<file path="config.mk">
export PLATFORM = sky130hd
export DESIGN_NAME = imem_dmem_port_arbiter
export DESIGN_NICKNAME = d
export VERILOG_FILES = /design/src/rtl/imem_dmem_port_arbiter_pkg.sv /design/src/rtl/imem_dmem_port_arbiter_wait_counter.sv /design/src/rtl/imem_dmem_port_arbiter.sv
export SDC_FILE = /design/constraint.sdc
export NUM_CORES = 1
export LEC_CHECK = 0
export CAP_MARGIN = 30
export CORE_ASPECT_RATIO = 0.5
export CORE_UTILIZATION = 38
export CTS_CLUSTER_DIAMETER = 150
export DETAILED_ROUTE_END_ITERATION = 6
export GPL_TIMING_DRIVEN = 0
export PLACE_DENSITY = 0.78
export SLEW_MARGIN = 25
export SYNTH_ARGS = -nofsm -noshare
export SYNTH_HDL_FRONTEND = slang
export SYNTH_HIERARCHICAL = 1
export SYNTH_SLANG_ARGS = --single-unit
</file>
<file path="constraint.sdc">
create_clock -name clk -period 4.3 [get_ports clk]
set_input_delay 0.86 -clock clk [delete_from_list [all_inputs] [get_ports clk]]
set_output_delay 0.86 -clock clk [all_outputs]
set_load 0.02 [all_outputs]
</file>
<file path="src/rtl/imem_dmem_port_arbiter_pkg.sv">
`default_nettype none
// +--------------------------------------------------------------------+
// | Module   : arb_pkg                                                 |
// | Purpose  : Shared types and constants for the unified IF/MEM port  |
// |            arbiter: FSM state encoding, grant encoding and the     |
// |            default latency / DM-burst limits.                      |
// | Revision : 1.0 - initial release                                   |
// +--------------------------------------------------------------------+
package arb_pkg;

  typedef enum logic [1:0] {
    IDLE   = 2'd0,
    ACCESS = 2'd1,
    DONE   = 2'd2
  } state_t;

  // Which requester owns the current transaction
  localparam logic GNT_IF = 1'b0;
  localparam logic GNT_DM = 1'b1;

  localparam int c_default_lat           = 2;
  localparam int c_default_max_dm_burst  = 4;

endpackage : arb_pkg
`default_nettype wire

</file>
<file path="src/rtl/imem_dmem_port_arbiter_wait_counter.sv">
`default_nettype none
// +--------------------------------------------------------------------+
// | Module   : mem_wait_counter                                        |
// | Purpose  : Loadable down-counter that times the memory wait states |
// |            of one transaction. Loads LAT-1, counts down to zero    |
// |            and stops there.                                        |
// | Ports    : clk, rst (async, active-high)                           |
// |            load  - reload with LAT-1 (has priority over dec)       |
// |            dec   - decrement by one when not already zero          |
// |            zero  - counter value is zero                           |
// | Revision : 1.0 - initial release                                   |
// +--------------------------------------------------------------------+
module mem_wait_counter
  import arb_pkg::*;
#(
  parameter int LAT = c_default_lat
) (
  input  logic clk,
  input  logic rst,
  input  logic load,
  input  logic dec,
  output logic zero
);

  // LAT = 1 still needs a one-bit register to stay well-formed
  localparam int                 c_cnt_w    = (LAT > 1) ? $clog2(LAT) : 1;
  localparam logic [c_cnt_w-1:0] c_load_val = c_cnt_w'(LAT - 1);

  logic [c_cnt_w-1:0] r_count;

  always_ff @(posedge clk or posedge rst) begin
    if (rst) begin
      r_count <= '0;
    end else if (load) begin
      r_count <= c_load_val;
    end else if (dec && (r_count != '0)) begin
      r_count <= r_count - 1'b1;
    end
  end

  assign zero = (r_count == '0);

endmodule : mem_wait_counter
`default_nettype wire

</file>
<file path="src/rtl/imem_dmem_port_arbiter.sv">
`default_nettype none
// +--------------------------------------------------------------------+
// | Module   : imem_dmem_port_arbiter                                  |
// | Purpose  : Shares one single-ported unified memory between the     |
// |            fetch stage (IF) and the memory stage (DM). Each access |
// |            runs IDLE -> ACCESS (LAT cycles) -> DONE, and the       |
// |            winner gets a one-cycle ready pulse with its read data. |
// | Ports    : clk, rst            - clock, async active-high reset    |
// |            if_req/if_addr      - fetch request (held until ready)  |
// |            if_rdata/if_ready   - fetched word / completion pulse   |
// |            dm_req/we/addr/wdata- load/store request (held)         |
// |            dm_rdata/dm_ready   - load data / completion pulse      |
// |            mem_en/we/addr/wdata- memory command, all registered    |
// |            mem_rdata           - memory data, valid last ACCESS    |
// | Revision : 1.0 - initial release                                   |
// +--------------------------------------------------------------------+
module imem_dmem_port_arbiter
  import arb_pkg::*;
#(
  parameter int ADDR_W       = 32,
  parameter int DATA_W       = 32,
  parameter int LAT          = c_default_lat,
  parameter int MAX_DM_BURST = c_default_max_dm_burst
) (
  input  logic              clk,
  input  logic              rst,
  input  logic              if_req,
  input  logic [ADDR_W-1:0] if_addr,
  output logic [DATA_W-1:0] if_rdata,
  output logic              if_ready,
  input  logic              dm_req,
  input  logic              dm_we,
  input  logic [ADDR_W-1:0] dm_addr,
  input  logic [DATA_W-1:0] dm_wdata,
  output logic [DATA_W-1:0] dm_rdata,
  output logic              dm_ready,
  output logic              mem_en,
  output logic              mem_we,
  output logic [ADDR_W-1:0] mem_addr,
  output logic [DATA_W-1:0] mem_wdata,
  input  logic [DATA_W-1:0] mem_rdata
);

  localparam int                    c_streak_w   = $clog2(MAX_DM_BURST + 1);
  localparam logic [c_streak_w-1:0] c_streak_max = c_streak_w'(MAX_DM_BURST);

  state_t              r_state;
  logic                r_grant;
  logic [c_streak_w-1:0] r_dm_streak;
  logic                r_mem_en;
  logic                r_mem_we;
  logic [ADDR_W-1:0]   r_mem_addr;
  logic [DATA_W-1:0]   r_mem_wdata;
  logic [DATA_W-1:0]   r_if_rdata;
  logic [DATA_W-1:0]   r_dm_rdata;
  logic                r_if_ready;
  logic                r_dm_ready;

  logic w_any_req;
  logic w_grant;
  logic w_cnt_load;
  logic w_cnt_dec;
  logic w_cnt_zero;

  // DM wins by default (MEM holds the older instruction); IF is forced
  // only once DM has taken MAX_DM_BURST grants in a row while IF waited.
  always_comb begin
    w_any_req = if_req | dm_req;
    w_grant   = GNT_IF;
    if (dm_req && !(if_req && (r_dm_streak == c_streak_max))) begin
      w_grant = GNT_DM;
    end
  end

  assign w_cnt_load = (r_state == IDLE) && w_any_req;
  assign w_cnt_dec  = (r_state == ACCESS);

  mem_wait_counter #(
    .LAT (LAT)
  ) u_wait_cnt (
    .clk  (clk),
    .rst  (rst),
    .load (w_cnt_load),
    .dec  (w_cnt_dec),
    .zero (w_cnt_zero)
  );

  always_ff @(posedge clk or posedge rst) begin
    if (rst) begin
      r_state     <= IDLE;
      r_grant     <= GNT_IF;
      r_dm_streak <= '0;
      r_mem_en    <= 1'b0;
      r_mem_we    <= 1'b0;
      r_mem_addr  <= '0;
      r_mem_wdata <= '0;
      r_if_rdata  <= '0;
      r_dm_rdata  <= '0;
      r_if_ready  <= 1'b0;
      r_dm_ready  <= 1'b0;
    end else begin
      case (r_state)
        IDLE: begin
          if (w_any_req) begin
            r_grant  <= w_grant;
            r_mem_en <= 1'b1;
            if (w_grant == GNT_DM) begin
              r_mem_we    <= dm_we;
              r_mem_addr  <= dm_addr;
              r_mem_wdata <= dm_wdata;
              // Streak only grows while IF is actually being held off
              if (if_req) begin
                r_dm_streak <= (r_dm_streak == c_streak_max) ? c_streak_max
                                                             : r_dm_streak + 1'b1;
              end else begin
                r_dm_streak <= '0;
              end
            end else begin
              r_mem_we    <= 1'b0;
              r_mem_addr  <= if_addr;
              r_dm_streak <= '0;
            end
            r_state <= ACCESS;
          end
        end

        ACCESS: begin
          if (w_cnt_zero) begin
            r_mem_en <= 1'b0;
            r_mem_we <= 1'b0;
            if (r_grant == GNT_IF) begin
              r_if_rdata <= mem_rdata;
              r_if_ready <= 1'b1;
            end else begin
              // Stores leave the last load result visible
              if (!r_mem_we) begin
                r_dm_rdata <= mem_rdata;
              end
              r_dm_ready <= 1'b1;
            end
            r_state <= DONE;
          end
        end

        DONE: begin
          r_if_ready <= 1'b0;
          r_dm_ready <= 1'b0;
          r_state    <= IDLE;
        end

        default: begin
          r_state <= IDLE;
        end
      endcase
    end
  end

  assign if_rdata  = r_if_rdata;
  assign if_ready  = r_if_ready;
  assign dm_rdata  = r_dm_rdata;
  assign dm_ready  = r_dm_ready;
  assign mem_en    = r_mem_en;
  assign mem_we    = r_mem_we;
  assign mem_addr  = r_mem_addr;
  assign mem_wdata = r_mem_wdata;

endmodule : imem_dmem_port_arbiter
`default_nettype wire

</file>
Word-level counts from Yosys, hierarchy flattened
Index checks and enable logic that the tools add are counted.
{"block": "totals", "regBits": 139, "latchBits": 0, "ram_bits": 0, "romBits": 0, "input_bits": 133, "out_inout_bits": 132, "elab_cells": 64, "mem_count": 0}
{"block": "classes", "add_sub_neg": 2, "mul": 0, "div_mod_pow": 0, "n_lt_le_gt_ge": 0, "eq_ne": 7, "shift": 0, "mux": 22, "bitwise": 4, "n_reduce_logical": 17}
{"operator": "$mux W32", "n": 1}
{"operator": "$reduce_and A3 Y1", "n": 5}
{"operator": "$mux W1", "n": 11}
{"operator": "$mux W3", "n": 3}
{"operator": "$ne A2 B2 Y1 const B", "n": 4}
{"operator": "$pmux W1 S2", "n": 4}
{"operator": "$reduce_bool A2 Y1", "n": 3}
{"operator": "$logic_and A1 B1 Y1", "n": 4}
{"operator": "$mux W2", "n": 2}
{"operator": "$pmux W2 S2", "n": 1}
{"operator": "$reduce_and A2 Y1", "n": 2}
{"operator": "$reduce_and A4 Y1", "n": 1}
{"operator": "$add A3 B1 Y3 const B", "n": 1}
{"operator": "$eq A3 B3 Y1 const B", "n": 1}
{"operator": "$not A1 Y1", "n": 3}
{"operator": "$eq A2 B1 Y1 const B", "n": 1}
{"operator": "$eq A2 B2 Y1 const B", "n": 1}
{"operator": "$logic_not A2 Y1", "n": 1}
{"operator": "$logic_not A1 Y1", "n": 1}
{"operator": "$or A1 B1 Y1", "n": 1}
{"operator": "$sub A1 B1 Y1 const B", "n": 1}

Longest topological paths before layout
{"block": "logic_depth", "depth_word": 8, "ltp_mapped": 7, "ltp_nobuf": 5}

Modules after synthesis
Netlist, hierarchy kept.
{"mod": "imem_dmem_port_arbiter", "instances": 1, "cells_each": 442, "area_each_um2": 5709.2, "seq_area_each_um2": 3453.3}
{"mod": "mem_wait_counter", "instances": 1, "cells_each": 4, "area_each_um2": 43.8, "seq_area_each_um2": 25.0}

Worst setup path after synthesis
Ideal clock, no wire load.
{"block": "synth_path", "path_type": "input-to-reg", "startpoint": "in if_req", "endpoint": "reg r_mem_wdata[10], in the netlist mem_wdata[10]", "setup_ps": 125, "arrival_time_ps": 1834, "required_ps": 4175, "setup_slack_ps": 2341, "cell_stages": 4, "n_path_buf": 1, "path_cell_list": "nand3_1 > nand3_1 > buf_2 > mux2_2"}
{"block": "synth_between", "elab_chain_len": 5, "elab_cells_between_ends": 6, "classes_between": "1 x mux; 1 x bitwise; 4 x reduce/logical"}
{"item": "start, declared", "line": "imem_dmem_port_arbiter.sv:27", "source": "input logic if_req,"}
{"item": "$logic_and A1 B1 Y1", "line": "imem_dmem_port_arbiter.sv:70", "source": "if (dm_req && !(if_req && (r_dm_streak == c_streak_max))) begin"}
{"item": "$logic_not A1 Y1", "line": "imem_dmem_port_arbiter.sv:70"}
{"item": "$logic_and A1 B1 Y1", "line": "imem_dmem_port_arbiter.sv:70"}
{"item": "$mux W1", "line": "imem_dmem_port_arbiter.sv:70"}
{"item": "$reduce_and A3 Y1 (no line) *"}
{"item": "end signal, assigned", "line": "imem_dmem_port_arbiter.sv:110", "source": "r_mem_wdata <= dm_wdata;"}
{"item": "end, declared", "line": "imem_dmem_port_arbiter.sv:53", "source": "logic [DATA_W-1:0] r_mem_wdata;"}
Every way passes the cells marked *; elsewhere a longest branch is shown, timed or not.
A chain may end at the register's enable or synchronous reset.

Final worst setup path
{"block": "layout_path", "startpoint": "in if_req", "endpoint": "reg r_mem_wdata[24], in the netlist mem_wdata[24]"}
Same word-level chain as after synthesis.

==> run metrics <==
layout cells sized above 1=0.200; Root Buffer=clkbuf_16; NetSw=roughly 2.8 mW; crit-path cells=clkdlybuf4s50_1 > nand3_1 > nand3_1 > buf_2 > mux2_2; vias in the first global route=approximately 5000; hold slack=~0.48 ns; final core utilization=0.640; clock sink count=approximately 140; DP Cell Count=around 900; Static Leak=about 3.8 nW; CP most frequent cell=nand3_1; Final #Nets=between 800 and 900; total power=7.58 mW; Die Span Y=89.0 µm; post-synthesis cell area=approximately 0.0058 mm²; critical path class=in2reg; CTS tree=done; CTS clk-pin slew, worst paths=around 0.06 ns; final hold violations=0; worst vdd ir=~330 µV; Non-Filler Instances=around 940; syn_area_per_cell=around 13 µm²; Hold Buf Count CTS=0; post-route clock period utilization=0.557; starting DRC count in detailed routing=193; Slew Limit Fails=0; Tot GR Track Use=0.218; # DRC=0; Die Footprint=around 0.016 mm²; synthesized instance count=446; Final min period=approximately 2.4 ns; via count=about 4800; # setup viols final=0; DRT Pass-1 Iters=4; YS warnings=6; Post-CTS Resized=0; setup TNS=0 ns; combinational power share=0.497; Rows=31; largest net degree at the start of global routing=34; Crit Path Max Fanout=10; initial antenna violation count=0; syn_nets=581; port buffer count=263; clk_skew=about 0.0094 ns; status=complete, no violations; Min-Delay Path Class=reg2reg; n_diodes=0; vias per std cell=a little over 5; Fill cells=between 1000 and 1500; Seq/Total Area, Yosys=0.605; final design area excluding fillers=0.00935 mm²; Reg power frac=0.307; fmax=~420 MHz; RSZ-0062 raised after global routing=no; Post-Route WL=approximately 17 mm; Final ANT Viol Nets=0; grt total ovfl=0; Max-slew headroom=0.637; crit path DAT=about 2.7 ns; Yosys reg bits=139; dpl hpwl=around 12 mm; number of top-level pins=about 270; die width=roughly 180 µm; Avg WL per Cell=17.7 µm; synth unique cells=27; CP max stage delay=roughly 0.51 ns; CTS Buf Count=17; initial core utilization=0.393; internal power=a little under 5 mW; CTS Buffer Depth=2; data required time of the worst path=between 4 and 5 ns; max-cap violations=0; switch share=0.365; Clock Latency Late Sink=0.41 ns; core footprint=0.0146 mm²; Pwr Density=slightly above 800 mW/mm²; post-CTS setup buffer count=0; placed cell area=roughly 0.0088 mm²; first-pass GRT wire length=between 20 and 30 mm; Clock Power Share=0.196; final setup margin=about 1.9 ns; RD Place Congestion=0.802; crit end category=flip-flop; worst slew pin tran=approximately 0.54 ns; CP Launch Type=input port; slowest CP cell=clkdlybuf4s50_1; Post-Place Worst Slack=~1.5 ns; Synth-to-Final Area Change=62.6%; H-tree depth=4
power by group through the flow:
stage	registers (mW)	logic (mW)	clock network [mW]
after floorplan	3.09	1.22	0
after CTS	2.33	3.80	1.51
final	2.33	3.77	1.49
after global routing	2.42	3.99	1.58
after global placement	2.30	3.72	0
after detailed placement	2.34	3.78	0
cell type report:
class                   count  area [µm²]  share of cell area
flip-flops and latches    139        3480               0.372
well taps                 198         248              0.0265
multi-input cells         258        2070               0.221
inverters                  11        45.0             0.00482
repair buffers            268        2750               0.294
plain buffers              38         166              0.0178
clock inverters            10         144              0.0154
clock buffers              20         457              0.0488
Yosys cell counts:
cell       number  share of area
ha_1            2         0.0043
o31ai_1         1         0.0013
buf_1           4         0.0026
buf_4           3         0.0039
o21bai_2        1         0.0020
buf_2          10         0.0087
o211ai_1       32          0.042
o22ai_1         2         0.0022
mux2_2         96           0.19
or2_2           1         0.0011
nand3b_4        1         0.0035
clkbuf_1       21          0.014
or2_1           1         0.0011
nor3b_2         1         0.0022
and2_1          1         0.0011
nor2_1          5         0.0033
inv_2           1        0.00065
a221oi_1        1         0.0015
o21ai_0        39          0.034
and3b_1         1         0.0015
o2bb2ai_1       1         0.0015
nand3_1        34          0.030
dfrtp_1       139           0.60
nand2_1         4         0.0026
inv_1          10         0.0065
a31oi_1         1         0.0011
nand4_1        33          0.036
flip-flops by register name, indices dropped and copies added (netlist names):
register,flops
dm_rdata,32
if_rdata,32
mem_addr,32
mem_wdata,32
r_dm_streak,3
r_state,2
dm_ready,1
if_ready,1
mem_en,1
mem_we,1
r_grant,1
u_wait_cnt/r_count,1
layer usage:
| layer | wire [µm] | vias up | share of wire | GRT usage |
|---|---|---|---|---|
| li1 | - | 2207 | - | - |
| met1 | 6900 | 2438 | 0.41 | 0.267 |
| met2 | 8760 | 148 | 0.52 | 0.393 |
| met3 | 631 | 39 | 0.038 | 0.0421 |
| met4 | 429 | 0 | 0.026 | 0.0783 |
| met5 | 0 | - | 0 | 0 |
cells in the final DEF, fill, tap and decap left out, drive strengths merged:
master / count
clkdlybuf4s50: 263
dfrtp: 139
mux2: 96
clkbuf: 41
o21ai: 39
nand3: 34
nand4: 33
o211ai: 32
buf: 22
inv: 10
nor2: 5
nand2: 4
clkinvlp: 4
clkinv: 4
bufinv: 3
o22ai: 2
ha: 2
or2: 2
nand3b: 1
nor3b: 1
o31ai: 1
and3b: 1
a221oi: 1
and2: 1
a31oi: 1
o2bb2ai: 1
o21bai: 1
kinds of logic after synthesis:
family | synth area share
AOI/OAI and AO/OA | 0.0853
adders and majority gates | 0.00435
buffers and inverters | 0.0361
DFF | 0.605
muxes | 0.188
and+or+nand+nor | 0.0818
worst max-delay path: cells and delay by family:
family / cells / cell delay [ns]
buffers and inverters: 2 / 0.83
and+or+nand+nor: 2 / 0.61
muxes: 1 / 0.37
final timing paths:
path | cells after the start | endpoint | slack (ns) | startpoint
min | 2 | mem_en | 0.48 | mem_en
max in group asynchronous | 4 | if_rdata[30] | 2.81 | rst
min in group asynchronous | 2 | u_wait_cnt/r_count | 0.68 | rst
max | 5 | mem_wdata[24] | 1.91 | if_req
max reg2reg | 7 | mem_addr[10] | 2.22 | r_dm_streak[0]
min reg2reg | 2 | mem_en | 0.48 | mem_en
(Power assumes the default switching activity.)
